**src/rtl/apb_ram_ws.sv**
```systemverilog
// apb_ram_ws: APB completer backed by a DEPTH-word RAM with configurable wait states.
//
// Ports:
//   PCLK, PRESETn         clock (rising edge) and asynchronous active-low reset
//   PSEL, PENABLE         APB select and access-phase indicator
//   PWRITE, PADDR, PWDATA transfer direction, byte address, write data
//   PSTRB                 byte-lane write strobes (only when APB_RAM_PSTRB_EN is defined)
//   PRDATA, PREADY        read data (zero outside a read completion) and completion flag
//   PSLVERR               error flag: out-of-range or misaligned address, qualified by PREADY
//
// Build option: define APB_RAM_PSTRB_EN to add the PSTRB port and per-lane writes.
// Without it every write updates the full word.
//
// All outputs come from registered state and the setup-phase copy of the transfer;
// nothing on the bus reaches an output combinationally.
module apb_ram_ws #(
  parameter int unsigned ADDR_WIDTH  = 32,
  parameter int unsigned DATA_WIDTH  = 32,
  parameter int unsigned DEPTH       = 64,
  parameter int unsigned WAIT_CYCLES = 0
) (
  input  logic                    PCLK,
  input  logic                    PRESETn,
  input  logic                    PSEL,
  input  logic                    PENABLE,
  input  logic                    PWRITE,
  input  logic [ADDR_WIDTH-1:0]   PADDR,
  input  logic [DATA_WIDTH-1:0]   PWDATA,
`ifdef APB_RAM_PSTRB_EN
  input  logic [DATA_WIDTH/8-1:0] PSTRB,
`endif
  output logic [DATA_WIDTH-1:0]   PRDATA,
  output logic                    PREADY,
  output logic                    PSLVERR
);

  localparam int unsigned NumBytes = DATA_WIDTH / 8;
  localparam int unsigned OffW     = $clog2(NumBytes);
  localparam int unsigned IdxW     = (DEPTH > 1) ? $clog2(DEPTH) : 1;
  localparam logic [ADDR_WIDTH-1:0] AlignMask = ADDR_WIDTH'((64'd1 << OffW) - 64'd1);

  localparam logic [1:0] StIdle   = 2'd0;
  localparam logic [1:0] StAccess = 2'd1;
  localparam logic [1:0] StDone   = 2'd2;

  logic [1:0]            state_q, state_d;
  logic [7:0]            cnt_q, cnt_d;
  logic [IdxW-1:0]       idx_q, idx_d;
  logic                  write_q, write_d;
  logic                  err_q, err_d;
  logic [DATA_WIDTH-1:0] wdata_q, wdata_d;
  logic [NumBytes-1:0]   strb_q, strb_d;

  logic [DATA_WIDTH-1:0] mem [DEPTH];

  logic [ADDR_WIDTH-1:0] word_idx;
  logic                  addr_err;
  logic                  setup;
  logic                  ready;
  logic                  complete;
  logic [NumBytes-1:0]   bus_strb;

  assign word_idx = PADDR >> OffW;
  // Error is resolved at setup time so the access phase only needs the latched flag.
  assign addr_err = (64'(word_idx) >= 64'(DEPTH)) || ((PADDR & AlignMask) != '0);
  assign setup    = PSEL && !PENABLE;
  assign ready    = (state_q == StAccess) && (cnt_q == 8'd0);
  assign complete = ready && PSEL && PENABLE;

`ifdef APB_RAM_PSTRB_EN
  assign bus_strb = PSTRB;
`else
  assign bus_strb = '1;
`endif

  always_comb begin
    state_d = state_q;
    cnt_d   = cnt_q;
    idx_d   = idx_q;
    write_d = write_q;
    err_d   = err_q;
    wdata_d = wdata_q;
    strb_d  = strb_q;
    case (state_q)
      // DONE behaves like IDLE for a new setup phase, giving 2-cycle back-to-back transfers.
      StIdle, StDone: begin
        state_d = StIdle;
        if (setup) begin
          state_d = StAccess;
          cnt_d   = 8'(WAIT_CYCLES);
          idx_d   = word_idx[IdxW-1:0];
          write_d = PWRITE;
          err_d   = addr_err;
          wdata_d = PWDATA;
          strb_d  = bus_strb;
        end
      end
      StAccess: begin
        if (!PSEL) begin
          state_d = StIdle;
        end else if (complete) begin
          state_d = StDone;
        end else if (cnt_q != 8'd0) begin
          cnt_d = cnt_q - 8'd1;
        end
      end
      default: state_d = StIdle;
    endcase
  end

  always_ff @(posedge PCLK or negedge PRESETn) begin
    if (!PRESETn) begin
      state_q <= StIdle;
      cnt_q   <= 8'd0;
      idx_q   <= '0;
      write_q <= 1'b0;
      err_q   <= 1'b0;
      wdata_q <= '0;
      strb_q  <= '0;
    end else begin
      state_q <= state_d;
      cnt_q   <= cnt_d;
      idx_q   <= idx_d;
      write_q <= write_d;
      err_q   <= err_d;
      wdata_q <= wdata_d;
      strb_q  <= strb_d;
    end
  end

  // Storage is intentionally not reset; state_q is IDLE during reset so nothing commits.
  always_ff @(posedge PCLK) begin
    if (complete && write_q && !err_q) begin
      for (int i = 0; i < int'(NumBytes); i++) begin
        if (strb_q[i]) begin
          mem[idx_q][i*8 +: 8] <= wdata_q[i*8 +: 8];
        end
      end
    end
  end

  assign PREADY  = ready;
  assign PSLVERR = ready && err_q;
  assign PRDATA  = (ready && !write_q && !err_q) ? mem[idx_q] : '0;

endmodule

```
**config.mk**
```make
export PLATFORM = sky130hd
export DESIGN_NAME = apb_ram_ws
export DESIGN_NICKNAME = d
export VERILOG_FILES = /design/src/rtl/apb_ram_ws.sv
export SDC_FILE = /design/constraint.sdc
export NUM_CORES = 2
export LEC_CHECK = 0
export ABC_AREA = 1
export CORE_ASPECT_RATIO = 1.2
export CORE_MARGIN = 10
export CORE_UTILIZATION = 50
export CTS_CLUSTER_DIAMETER = 30
export DETAILED_ROUTE_END_ITERATION = 10
export PLACE_DENSITY = 0.7
export SETUP_SLACK_MARGIN = 0.4
export SLEW_MARGIN = 5
export SYNTH_ARGS = -nofsm -noshare
export SYNTH_HDL_FRONTEND = slang
export SYNTH_SLANG_ARGS = --single-unit
```
**constraint.sdc**
```tcl
create_clock -name PCLK -period 6.4 [get_ports PCLK]
set_input_delay 1.28 -clock PCLK [delete_from_list [all_inputs] [get_ports PCLK]]
set_output_delay 1.28 -clock PCLK [all_outputs]
set_load 0.01 [all_outputs]
```
After elaboration in Yosys (flattened, before gate mapping) --
Memories as Yosys holds them, arrays and structs flattened. Index checks and enable logic that the tools add are counted.
Word-level totals: flip-flop bits (word level) 51, bits in writable memories 2048, logic and storage cells 60, memories 1, output and inout port bits 34
Memories:
- mem | depth 64, bits a word 32, rd ports 1, clocked after Yosys merged registers in 0, wr ports 1, RTL line 54 | logic [DATA_WIDTH-1:0] mem [DEPTH];
Cells by class: magnitude comparators 1, eq/ne operators 7, reductions and logical operators 21, add/subtract/negate cells 1, mux-type cells 22
Operator list (count):
- 2-to-1 mux 32 bit | 1
- 2-to-1 mux 8 bit | 4
- nonzero test 32 bit | 1
- >= comparator 30 x 7 -> 1 bit (second input constant) | 1
- case mux 8 bit (2 select lines) | 1
- 2-to-1 mux 1 bit | 13
- logical AND 1 bit | 9
- zero test 8 bit | 1
- nonzero test 8 bit | 1
- subtractor 8 x 1 -> 8 bit (second input constant) | 1
- inequality test 2 bit (second input constant) | 3
- AND reduction 5 bit | 1
- 2-to-1 mux 2 bit | 2
- case mux 2 bit (2 select lines) | 1
- zero test 1 bit | 3
- inequality test 3 bit (second input constant) | 1
- == test 2 x 1 -> 1 bit (second input constant) | 1
- == test 2 bit (second input constant) | 1
- zero test 2 bit | 1
- inequality test 2 x 1 -> 1 bit (second input constant) | 1
- AND reduction 2 bit | 1
- nonzero test 2 bit | 1
- OR reduction 2 bit | 1
- logical OR 1 bit | 1

Depth between registers and ports, before layout --
depth in word-level cells 8, depth in mapped cells 14, mapped depth without buffers 11

Least setup slack after synthesis --
OpenSTA, ideal clock, no wires.
path kind input to register, from input PENABLE, to memory mem[0][0], enable pin, data required time 5.979 ns, cell stages on the path 4, path slack 2.700 ns, setup time 0.421 ns, path buffers 0, arrival time 3.278 ns, cell sequence nand2_1 > nor2_2 > nand4_1 > nor2_1
On the way: cells in the longest elaborated chain, start to end 5
Ends and longest elaborated chain:
- start, declared | RTL line 25 | input logic PENABLE,
- logical AND 1 bit | RTL line 68 | assign complete = ready && PSEL && PENABLE;
- logical AND 1 bit (2 in a row) | RTL line 133 | if (complete && write_q && !err_q) begin
- 2-to-1 mux 1 bit | RTL line 133
- 2-to-1 mux 1 bit (not written as such) | RTL line 136 | mem[idx_q][i*8 +: 8] <= wdata_q[i*8 +: 8];
- end, declared | RTL line 54
No other way between the ends.

Worst setup path after layout --
from register idx_q[1], to output PRDATA[14]
On the way: cells in the longest elaborated chain, start to end 2
Ends and longest elaborated chain:
- start, declared | RTL line 48 | logic [IdxW-1:0] idx_q, idx_d;
- start signal, assigned | RTL line 123 | idx_q <= idx_d;
- memory read (64 x 32 bit)
- 2-to-1 mux 32 bit | RTL line 144 | assign PRDATA = (ready && !write_q && !err_q) ? mem[idx_q] : '0;
- end, declared | RTL line 32 | output logic [DATA_WIDTH-1:0] PRDATA,
No other way between the ends.

==> results by group <==
GRT
  • Grt ovf: 0
  • Initial antenna violation count: 9
  • First-pass GRT wire length: 376 mm
  • Vias in the first global route: 62,200
  • All-Layer GR Usage: 25.4%
  • Pin count of the biggest net entering global routing: 221

CTS
  • Clock Latency Late Sink: 0.95 ns
  • Clk buf depth: 4
  • CTS tree: done
  • Clk slew on worst S/H paths: 0.05 ns
  • CTS Sinks: 2,099
  • H-tree Lvls: 5
  • Root Buffer Master: clkbuf_16
  • CTS Buf Count: 396
  • Post-CTS Hold Buffers: 0

Logic synthesis
  • Largest cells by area after synthesis: edfxtp_1, nand2_1, buf_2
  • Number of synthesized register bits: 2,099
  • Syn_nets: 8,643
  • Synth top area share: 69.8%
  • Sequential area share after synthesis: 71.3%
  • Synth unique cells: 31
  • Avg Cell Area, Syn: 10.3 um^2
  • Number of synthesis warnings: 0
  • Gate Count Post-Synth: 8,573
  • Synthesized cell area: 88,100 um^2
  • Synth area leader: edfxtp_1

STA
  • Relative slew margins: 14.4%
  • Min Hold Slack: 0.172 ns
  • Hold Vio Cnt, Final: 0
  • Tmin final: 5.95 ns
  • Setup violators final: 0
  • RSZ-0062 raised after global routing: false
  • Tcrit/Tclk final: 93.0%
  • Slew at the pin closest to its max-slew limit: 1.28 ns
  • Worst clock skew: 0.0720 ns
  • Fmax: 0.168 GHz
  • Slew Limit Fails: 0
  • Post-route setup TNS: 0 ns

Pwr
  • Leakage: 43.9 nW
  • Sequential share of power: 37.1%
  • Sw power: 12.8 mW
  • Gate power share: 17.1%
  • Clock Power Share: 45.9%
  • Peak supply drop: 0.334 mV
  • Switching Share: 29.1%
  • Int Power: 31.3 mW
  • Power Total: 44.2 mW
  • Pwr/cell area: 419 nW/um^2

Worst setup path
  • Path type of the worst setup path: flop to output pin
  • Crit Path Max Fanout: 99
  • R2R cell count: 6
  • Startpoint type of the worst setup path: flop
  • Arr. time, crit path: 4.67 ns
  • Crit. End Element: output pin
  • Critical Path RT: 5.12 ns

Route
  • # DRC: 0
  • Post-route ant nets: 0
  • Total vias in the final route: 62,700
  • Drt first-iter violations: 7,153
  • Detailed Route WL: 251 mm
  • Via density: 5.48
  • DR pass1 iterations: 8
  • Wire per inst: 21.9 um

Cells and area
  • Share of cells above drive strength 1: 10.5%
  • Post-route cell area: 105,000 um^2
  • Area grow syn2layout: 19.7%
  • Final net count: 8,899

Floorplan
  • Starting Density: 50.4%
  • Die Area: 193,000 um^2
  • # IOs: 103
  • Floorplan core area: 175,000 um^2
  • Die X: 403 um
  • Height of the die: 480 um
  • Row cnt: 168

Outcome
  • Status: finished, final reports clean

Place
  • I/O Buffers: 102
  • DP Area: 92,300 um^2
  • DP Wirelength: 134 mm
  • GP Congestion: 0.868

Worst hold path
  • HP Class: input port to async pin

Flow run
  • Max cap viols: 0
==> cell usage in the layout (no fill, tap or decap), types with 10 or more instances in the layout <==
cell / count
inv_1: 36
inv_6: 21
clkinv_1: 41
dfrtp_1: 16
nor2_1: 95
clkbuf_1: 49
clkinv_2: 59
mux2_2: 32
clkdlybuf4s50_1: 101
clkbuf_16: 402
nand2_1: 5691
edfxtp_1: 2048
nor2_4: 64
nand4_1: 10
bufinv_16: 45
dfrtp_2: 32
clkinvlp_4: 42
buf_12: 33
o21ai_0: 10
clkinv_4: 37
a21oi_1: 38
buf_4: 150
nand3_1: 17
==> registers in the layout, indices dropped and copies added (netlist names) <==
| name | count |
|---|---|
| cnt_q | 8 |
| err_q | 1 |
| idx_q | 6 |
| mem | 2048 |
| state_q | 2 |
| strb_q | 1 |
| wdata_q | 32 |
| write_q | 1 |
==> power by group through the flow <==
stage	Clock (mW)	Sequential (mW)	Combinational, mW
after floorplan	0	17.0	4.28
after global placement	0	16.6	7.22
after detailed placement	0	16.6	7.34
after CTS	20.4	16.4	7.43
after global routing	21.0	16.4	8.22
final	20.2	16.4	7.54
==> timing repair <==
action	4_1_cts	5_1_grt
endpoints found under the setup margin	4	7
resized for setup	1	5
setup buffers	0	0
pin swaps	0	0
==> cells in the mapped netlist <==
cell type / instances
nand2_1: 5691
buf_4: 31
inv_2: 5
o21ai_1: 4
xor2_1: 3
or2_0: 1
o22ai_1: 1
nor3_2: 7
ha_1: 1
and3_1: 1
xnor2_1: 1
buf_2: 296
nand4_1: 10
inv_1: 36
o211ai_1: 6
nor2_1: 160
a21oi_1: 40
dfrtp_1: 51
nor3b_1: 1
or2_2: 3
nor2_2: 1
o31ai_1: 4
edfxtp_1: 2048
nand3_1: 18
nor3_1: 3
nor4_1: 6
o21ai_0: 10
or3_1: 1
mux2_2: 32
buf_1: 34
clkbuf_1: 67
==> through the flow <==
step | cells | util, % | worst slack (ns)
6_report | 11400 | 60.3 | 0.447
5_1_grt | 11400 | 60.3 | 0.404
4_1_cts | 11400 | 60.2 | 0.423
3_5_place_dp | 10700 | 52.8 | 1.30
3_3_place_gp | 10700 | 52.8 | 1.32
2_1_floorplan | 8573 | - | 2.70
==> worst max-delay path, cell delays in order, from the launching register on <==
cell and delay, ns:
dfrtp_4 0.67, inv_12 0.54, buf_4 0.50, nand2_1 0.12, nand2_1 0.07, nand2_1 0.05, nand2_1 0.16, nand2_1 0.13
nand2_1 0.10, nor2_1 0.11, a21oi_1 0.51, clkdlybuf4s50_1 0.67
==> layer usage <==
| layer | GRT usage (%) | routed length [um] |
|---|---|---|
| met1 | 32.8 | 95400 |
| met2 | 41.1 | 118000 |
| met3 | 5.33 | 26200 |
| met5 | 0 | 66 |
| met4 | 12.0 | 11300 |
==> kinds of logic after synthesis <==
family / count (synthesis) / share of synthesized area, %
flops: 2099 / 71.3
buf+inv: 469 / 2.55
compound gates: 65 / 0.399
mux: 32 / 0.409
fa+ha+maj: 1 / 0.0142
xor+xnor: 4 / 0.0398
simple gates: 5903 / 25.3
==> cell type report <==
| class | instances | area [um^2] |
|---|---|---|
| Fill cell | 13400 | 69500 |
| Multi-Input combinational cell | 6005 | 23600 |
| Clock buffer | 455 | 10300 |
| Tap cell | 2295 | 2870 |
| Inverter | 41 | 186 |
| Timing Repair Buffer | 286 | 2830 |
| Sequential cell | 2099 | 62800 |
| Clock inverter | 257 | 2780 |
| Antenna cell | 1 | 2.50 |
==> path summary, 6_finish.rpt <==
check | slack [ns] | to | start
max reg2reg | 2.50 | mem[10][7]$_DFFE_PP_ | idx_q[3]$_DFFE_PN0P_
min reg2reg | 0.46 | strb_q[0]$_DFFE_PN0P_ | strb_q[0]$_DFFE_PN0P_
max in group asynchronous | 5.14 | idx_q[1]$_DFFE_PN0P_ | PRESETn
max | 0.45 | PRDATA[14] | idx_q[1]$_DFFE_PN0P_
min in group PCLK | 0.46 | strb_q[0]$_DFFE_PN0P_ | strb_q[0]$_DFFE_PN0P_
min | 0.17 | wdata_q[8]$_DFFE_PN0P_ | PRESETn
No activity file was read; power rests on OpenSTA's default activity.
